--- config.mk ---
export PLATFORM = sky130hd
export DESIGN_NAME = ltc220x_decim_framer
export DESIGN_NICKNAME = d
export VERILOG_FILES = /design/src/rtl/ltc220x_pkg.sv /design/src/rtl/ltc220x_sample_fifo.sv /design/src/rtl/ltc220x_decim_framer.sv
export SDC_FILE = /design/constraint.sdc
export NUM_CORES = 1
export LEC_CHECK = 0
export ABC_AREA = 1
export ABC_CLOCK_PERIOD_IN_PS = 3700
export CAP_MARGIN = 5
export CORE_UTILIZATION = 45
export CTS_BUF_LIST = sky130_fd_sc_hd__clkbuf_2
export DETAILED_ROUTE_END_ITERATION = 7
export GPL_TIMING_DRIVEN = 0
export PLACE_DENSITY_LB_ADDON = 0.25
export SLEW_MARGIN = 10
export SYNTH_ARGS = -nofsm -noshare
export SYNTH_HDL_FRONTEND = slang
export SYNTH_SLANG_ARGS = --single-unit
--- constraint.sdc ---
create_clock -name clk -period 3.7 [get_ports clk]
set_clock_uncertainty 0.2 [all_clocks]
set_input_delay 1.11 -clock clk [delete_from_list [all_inputs] [get_ports clk]]
set_output_delay 1.11 -clock clk [all_outputs]
set_load 0.02 [all_outputs]
--- src/rtl/ltc220x_pkg.sv ---
// Shared constants and FSM encoding for the LTC220X decimating framer.
package ltc220x_pkg;

    localparam int ADC_W = 16;
    localparam logic [ADC_W-1:0] HEADER_WORD_DEFAULT = 16'hA5A5;

    typedef logic [1:0] frame_state_t;

    localparam logic [1:0] ST_IDLE = 2'd0;
    localparam logic [1:0] ST_HDR  = 2'd1;
    localparam logic [1:0] ST_SEQ  = 2'd2;
    localparam logic [1:0] ST_PAY  = 2'd3;

endpackage

--- src/rtl/ltc220x_sample_fifo.sv ---
// Synchronous show-ahead FIFO for averaged samples; head word is visible on rd_data while not empty.
module ltc220x_sample_fifo
    import ltc220x_pkg::*;
#(
    parameter int WIDTH      = ADC_W,
    parameter int DEPTH_LOG2 = 4
) (
    input  logic                  clk,
    input  logic                  reset,
    input  logic                  wr_en,
    input  logic [WIDTH-1:0]      wr_data,
    input  logic                  rd_en,
    output logic [WIDTH-1:0]      rd_data,
    output logic                  full,
    output logic                  empty,
    output logic [DEPTH_LOG2:0]   count
);

    localparam int DEPTH = 1 << DEPTH_LOG2;

    logic [WIDTH-1:0]    mem [DEPTH];
    logic [DEPTH_LOG2:0] wr_ptr;
    logic [DEPTH_LOG2:0] rd_ptr;
    logic                do_wr;
    logic                do_rd;

    assign empty = (wr_ptr == rd_ptr);
    assign full  = (wr_ptr[DEPTH_LOG2] != rd_ptr[DEPTH_LOG2]) &&
                   (wr_ptr[DEPTH_LOG2-1:0] == rd_ptr[DEPTH_LOG2-1:0]);
    assign count = wr_ptr - rd_ptr;

    // A write into a full FIFO is accepted only when a read frees the slot in the same cycle.
    assign do_rd = rd_en && !empty;
    assign do_wr = wr_en && (!full || do_rd);

    assign rd_data = mem[rd_ptr[DEPTH_LOG2-1:0]];

    always_ff @(posedge clk) begin
        if (reset) begin
            wr_ptr <= '0;
            rd_ptr <= '0;
        end else begin
            if (do_wr) wr_ptr <= wr_ptr + 1'b1;
            if (do_rd) rd_ptr <= rd_ptr + 1'b1;
        end
    end

    always_ff @(posedge clk) begin
        if (do_wr) mem[wr_ptr[DEPTH_LOG2-1:0]] <= wr_data;
    end

endmodule

--- src/rtl/ltc220x_decim_framer.sv ---
// Boxcar-decimates the LTC220X sample stream, buffers the averages and frames them as header/sequence/payload.
// Build option: LTC220X_TWOS_COMP_EN stores averages in two's complement (MSB inverted) instead of offset-binary.
module ltc220x_decim_framer
    import ltc220x_pkg::*;
#(
    parameter int               DECIM_LOG2      = 2,
    parameter int               FRAME_LEN       = 32,
    parameter int               FIFO_DEPTH_LOG2 = 4,
    parameter logic [ADC_W-1:0] HEADER_WORD     = HEADER_WORD_DEFAULT
) (
    input  logic             clk,
    input  logic             reset,
    input  logic             enable,
    input  logic [ADC_W-1:0] sample_data,
    input  logic             sample_valid,
    output logic [ADC_W-1:0] out_data,
    output logic             out_valid,
    input  logic             out_ready,
    output logic             out_sof,
    output logic             out_eof,
    output logic             overflow,
    output logic [15:0]      drop_count
);

    localparam int ACC_W = ADC_W + DECIM_LOG2;
    localparam int CNT_W = (DECIM_LOG2 > 0) ? DECIM_LOG2 : 1;
    localparam int PAY_W = $clog2(FRAME_LEN);
    localparam logic [PAY_W-1:0] PAY_LAST = PAY_W'(FRAME_LEN - 1);

    logic [ACC_W-1:0]         acc;
    logic [ACC_W-1:0]         acc_sum;
    logic [CNT_W-1:0]         smp_cnt;
    logic                     last_smp;
    logic                     enable_q;
    logic [ADC_W-1:0]         avg;
    logic [ADC_W-1:0]         avg_conv;
    logic                     wr_strobe;
    logic [ADC_W-1:0]         wr_word;

    logic [ADC_W-1:0]         fifo_head;
    logic                     fifo_full;
    logic                     fifo_empty;
    logic [FIFO_DEPTH_LOG2:0] fifo_count;
    logic                     fifo_rd;
    logic                     drop;

    frame_state_t             state;
    logic [15:0]              seq_num;
    logic [PAY_W-1:0]         pay_cnt;

    assign acc_sum  = acc + ACC_W'(sample_data);
    assign avg      = acc_sum[DECIM_LOG2 +: ADC_W];
    assign last_smp = (DECIM_LOG2 == 0) ? 1'b1 : (smp_cnt == CNT_W'((1 << DECIM_LOG2) - 1));

`ifdef LTC220X_TWOS_COMP_EN
    assign avg_conv = {~avg[ADC_W-1], avg[ADC_W-2:0]};
`else
    assign avg_conv = avg;
`endif

    always_ff @(posedge clk) begin
        if (reset) begin
            acc       <= '0;
            smp_cnt   <= '0;
            enable_q  <= 1'b0;
            wr_strobe <= 1'b0;
            wr_word   <= '0;
        end else begin
            enable_q  <= enable;
            wr_strobe <= 1'b0;
            if (enable_q && !enable) begin
                acc     <= '0;
                smp_cnt <= '0;
            end else if (enable && sample_valid) begin
                if (last_smp) begin
                    // Restart from zero on the closing sample so the next window loses nothing.
                    acc       <= '0;
                    smp_cnt   <= '0;
                    wr_strobe <= 1'b1;
                    wr_word   <= avg_conv;
                end else begin
                    acc     <= acc_sum;
                    smp_cnt <= smp_cnt + 1'b1;
                end
            end
        end
    end

    ltc220x_sample_fifo #(
        .WIDTH      (ADC_W),
        .DEPTH_LOG2 (FIFO_DEPTH_LOG2)
    ) u_fifo (
        .clk     (clk),
        .reset   (reset),
        .wr_en   (wr_strobe),
        .wr_data (wr_word),
        .rd_en   (fifo_rd),
        .rd_data (fifo_head),
        .full    (fifo_full),
        .empty   (fifo_empty),
        .count   (fifo_count)
    );

    assign fifo_rd = (state == ST_PAY) && !fifo_empty && out_ready;
    assign drop    = wr_strobe && fifo_full && !fifo_rd;

    always_ff @(posedge clk) begin
        if (reset) begin
            overflow   <= 1'b0;
            drop_count <= '0;
        end else if (drop) begin
            overflow <= 1'b1;
            if (drop_count != 16'hFFFF) drop_count <= drop_count + 16'd1;
        end
    end

    always_ff @(posedge clk) begin
        if (reset) begin
            state   <= ST_IDLE;
            seq_num <= '0;
            pay_cnt <= '0;
        end else begin
            case (state)
                ST_IDLE: if (enable && fifo_count != '0) state <= ST_HDR;
                ST_HDR:  if (out_ready) state <= ST_SEQ;
                ST_SEQ: begin
                    if (out_ready) begin
                        state   <= ST_PAY;
                        pay_cnt <= '0;
                    end
                end
                ST_PAY: begin
                    if (fifo_rd) begin
                        if (pay_cnt == PAY_LAST) begin
                            state   <= ST_IDLE;
                            seq_num <= seq_num + 16'd1;
                            pay_cnt <= '0;
                        end else begin
                            pay_cnt <= pay_cnt + 1'b1;
                        end
                    end
                end
                default: state <= ST_IDLE;
            endcase
        end
    end

    // Outputs decode only flops (state, counters, FIFO storage); out_ready never reaches them combinationally.
    always_comb begin
        out_valid = 1'b0;
        out_data  = '0;
        out_sof   = 1'b0;
        out_eof   = 1'b0;
        case (state)
            ST_HDR: begin
                out_valid = 1'b1;
                out_data  = HEADER_WORD;
                out_sof   = 1'b1;
            end
            ST_SEQ: begin
                out_valid = 1'b1;
                out_data  = seq_num;
            end
            ST_PAY: begin
                out_valid = !fifo_empty;
                out_data  = fifo_head;
                out_eof   = !fifo_empty && (pay_cnt == PAY_LAST);
            end
            default: ;
        endcase
    end

endmodule

==> metrics.md <==
| Metric | Value |
|---|---|
| Pin count of the biggest net entering global routing | 18 |
| Crit path top cell by count | nand2_1 |
| Flops & latches, synth | 348 |
| Area post-placement | 17200 µm² |
| Clk_lat worst skew | 0.95 ns |
| Rows | 68 |
| Boundary pin count | 57 |
| Fin nets | 1883 |
| CORE AREA | 34500 µm² |
| Crit Path Class | reg2out |
| CTS root buf | clkbuf_2 |
| Sequential power share | 0.573 |
| Simple-Gate Fraction of Synth Area | 0.200 |
| CTS Buffer Depth | 3 |
| Status | complete, but fails checks |
| Worst reg2reg path startpoint | u_fifo.rd_ptr[1] |
| Crit end category | primary output |
| Worst hold path class | reg2reg |
| Synth Instances | 1644 |
| H-tree depth | 3 |
| Die Span X | 189 µm |
| Power per cell area | 380 nW/µm² |
| Worst Path Arrival | 2.78 ns |
| Worst hold start | overflow |
| Post-Synth XOR/XNOR Area | 0.0122 |
| Required @ worst endpoint | 2.39 ns |
| Area delta synth->final | 21.1% |
| Initial antenna violation count | 1 |
| Compound-gate portion of the synthesized area | 0.106 |
| R2R setup slack | 0.70 ns |
| Routed Antenna Nets | 0 |
| Largest family of logic cells by synthesized area | simple AND/OR/NAND/NOR gates |
| Pleak | 7.34 nW |
| Mux contribution to synthesized area | 0 |
| Fmax | 245 MHz |
| Cell Area, Synth | 15800 µm² |
| Cell internal pwr | 5.33 mW |
| Final critical-path required period | 4.09 ns |
| Hold path depth | 2 |
| Starting Density | 0.457 |
| Distinct cells, synth | 46 |
| Total die area | 35800 µm² |
| Hold buffers post-CTS | 0 |
| Psw | 1.94 mW |
| Path depth of the worst reg2reg path | 12 |
| Fin. max-slew vios | 0 |
| Setup TNS Final | -5.26 ns |
| DRT iter0 DRCs | 938 |
| DP HPWL | 29500 µm |
| Setup-failing EPs final | 16 |
| Clock group share of total power | 0.364 |
| Critical-path cell with the highest stage delay | dfxtp_4 |
| Vias | 12600 |
| RSZ-0062 raised after global routing | yes |
| CTS clk-pin slew, worst paths | 0.11 ns |
| Peak supply drop | 0.178 mV |
| Final worst setup slack | -0.385 ns |
| Global-route wire length before repair | 68400 µm |
| Fraction of the mapped netlist area in adder cells | 0.0282 |
| Sequential-to-total area share from yosys stat | 0.604 |
| Final GP Congestion | 0.904 |
| Clk sinks | 348 |
| Hold WS | 0.255 ns |
| Syn_area_per_cell | 9.60 µm² |
| DR DRC count | 0 |
| Synth warn | 0 |
| CP startpoint kind | flip-flop |
| Final hold vios | 0 |
| Drt total wl | 44000 µm |
| Crit path cell chain | buf_12 > clkbuf_16 > buf_8 > nor2_2 > nor2_1 > o21ai_1 > o211ai_1 > nand3_1 > nand2_2 > nand2_2 > nand2_1 > nand2_1 > nand2_1 > buf_6 |
| CTS buffer count | 91 |
| Worst Hold End | overflow |
| TritonRoute pass-1 iters | 5 |
| Net Count, Synth | 1700 |
| Ys async rst share | 0 |
| Failing checks | setup timing |
| Fin area | 19100 µm² |
| CP peak stage delay | 0.39 ns |
| Via density | 5.36 |
| Worst-Margin Slew | 0.840 ns |
| Relative slew slack | 0.439 |
| EDFF count, synth | 256 |
| Switching Fraction | 0.267 |
| Fraction of layout cells with a size suffix above 1 | 0.205 |
| Number of global-route vias before repair | 12500 |
| Remaining global-route overflow | 0 |
| Capturing point of the worst reg2reg path | u_fifo.mem[3][1] |
| Tot GR Track Use | 0.249 |
| IO Port Bufs | 56 |
| Top_reg_cell synth | edfxtp_1 |
| Max-cap violations | 0 |
| Combinational share of power | 0.062 |
| Die Span Y | 189 µm |
| Drt wl/cell | 18.7 µm |
| Final Cycle Share | 1.10 |
| CTS tree | done |
| Crit Path Max Fanout | 5 |
| Total power | 7.27 mW |
-- layer usage --
| layer | share of wire | up-vias | GRT usage | routed length (µm) |
|---|---|---|---|---|
| met5 | 0 | - | 0 | 0 |
| met4 | 0.026 | 0 | 0.0903 | 1150 |
| met3 | 0.074 | 85 | 0.0491 | 3250 |
| met2 | 0.48 | 504 | 0.413 | 20900 |
| met1 | 0.42 | 5977 | 0.324 | 18700 |
| li1 | - | 6062 | - | - |
-- through the flow --
step	util	std cells	setup slack (ns)
3_3_place_gp	0.490	2155	-0.762
6_report	0.553	2354	-0.385
4_1_cts	0.546	2349	-0.451
3_5_place_dp	0.498	2171	-0.433
2_1_floorplan	-	1644	0.776
5_1_grt	0.553	2354	-0.526
-- cells by family (layout without fill, tap and decap cells) --
logic type	count (synthesis)	after routing
AND/OR/NAND/NOR	753	753
AO/OA/AOI/OAI	304	304
XOR/XNOR	22	22
other	0	1
adder cells (fa/ha/maj)	35	35
flip-flops	348	348
buffers and inverters	182	436
-- flip-flops by register name, summed over array words and instances, names as in the netlist, 5 cells and up, named ones only --
| name | flops |
|---|---|
| u_fifo.wr_ptr | 5 |
| acc | 18 |
| pay_cnt | 5 |
| u_fifo.rd_ptr | 5 |
| drop_count | 16 |
| wr_word | 16 |
| u_fifo.mem | 256 |
| seq_num | 16 |
-- final cells by class --
| type | instances | area (µm²) |
|---|---|---|
| Inverter | 109 | 418 |
| Clock buffer | 115 | 576 |
| Tap cell | 455 | 569 |
| Fill cell | 3082 | 15400 |
| Sequential cell | 348 | 9550 |
| Buffer | 71 | 731 |
| Clock inverter | 49 | 256 |
| Timing Repair Buffer | 92 | 1140 |
| Multi-Input combinational cell | 1114 | 5870 |
| Antenna cell | 1 | 2.50 |
-- critical path, delay by kind of cell, from the launching register on --
family,cells,cell delay (ns)
AND/OR/NAND/NOR,8,0.65
buffers and inverters,4,0.57
flip-flops,1,0.39
AO/OA/AOI/OAI,2,0.21
-- placed cells by master, fill, tap and decap left out, drive strengths merged, types with 2 or more instances in the layout --
cell type        n
bufinv           2
xnor2            6
buf             85
edfxtp         256
clkbuf         154
nor3            25
nor2           289
inv            107
clkinvlp         2
xor2            16
nor3b            2
clkinv          47
dfxtp           92
or2              2
o211ai          38
a21oi           89
ha              34
o21bai           7
clkdlybuf4s50   37
nand2          306
o21ai          161
and2             3
o21a             6
nand3b           7
nand3          113
nand4            5
-- worst max-delay path by stage --
stage | from | end | slack (ns) | depth (start not counted)
global placement | out_ready | u_fifo.mem[3][14] | -0.76 | 7
floorplan | out_ready | u_fifo.mem[11][0] | 0.78 | 6
finish | flip-flop | out_data[15] | -0.39 | 14
CTS | flip-flop | out_data[15] | -0.45 | 14
global route | flip-flop | out_data[9] | -0.53 | 12
detailed placement | flip-flop | out_data[8] | -0.43 | 11
-- power by group through the flow --
| stage | clock (mW) | combinational, mW | sequential, mW |
|---|---|---|---|
| 5_1_grt | 2.89 | 0.504 | 4.17 |
| 3_5_place_dp | 0 | 0.426 | 4.25 |
| 2_1_floorplan | 0 | 0.277 | 4.25 |
| 6_report | 2.65 | 0.454 | 4.16 |
| 3_3_place_gp | 0 | 0.419 | 4.25 |
| 4_1_cts | 2.70 | 0.452 | 4.16 |
-- Yosys cell counts, types with 2 or more instances --
cell type,instances,area (µm²)
o21ai_0,121,606
ha_1,34,425
xor2_1,16,140
nor3_1,23,115
nor2_1,284,1070
o21ai_1,40,200
clkbuf_2,2,10.0
buf_2,18,90.1
o21a_1,6,45.0
nand3_1,110,551
nand3b_1,6,45.0
o21bai_1,7,52.6
o211ai_1,38,285
xnor2_1,6,52.6
clkbuf_1,38,143
inv_1,97,364
buf_4,6,45.0
and2_1,3,18.8
inv_2,10,37.5
buf_1,3,11.3
nor3_4,2,32.5
nand3_2,2,20.0
a21oi_1,87,435
or2_2,2,12.5
nor2_2,3,18.8
nand2_1,302,1130
edfxtp_1,256,7690
nand2_2,3,18.8
nand4_1,5,31.3
buf_6,6,67.6
dfxtp_1,92,1840
nor3b_1,2,15.0
-- timing repair --
| item | in CTS | in global routing |
|---|---|---|
| setup buffers | 10 | 3 |
| pin swaps | 50 | 54 |
| endpoints found under the setup margin | 19 | 18 |
| gates cloned | 6 | 4 |
| gates resized for setup | 305 | 73 |
Power figures use the tool's default switching activity.
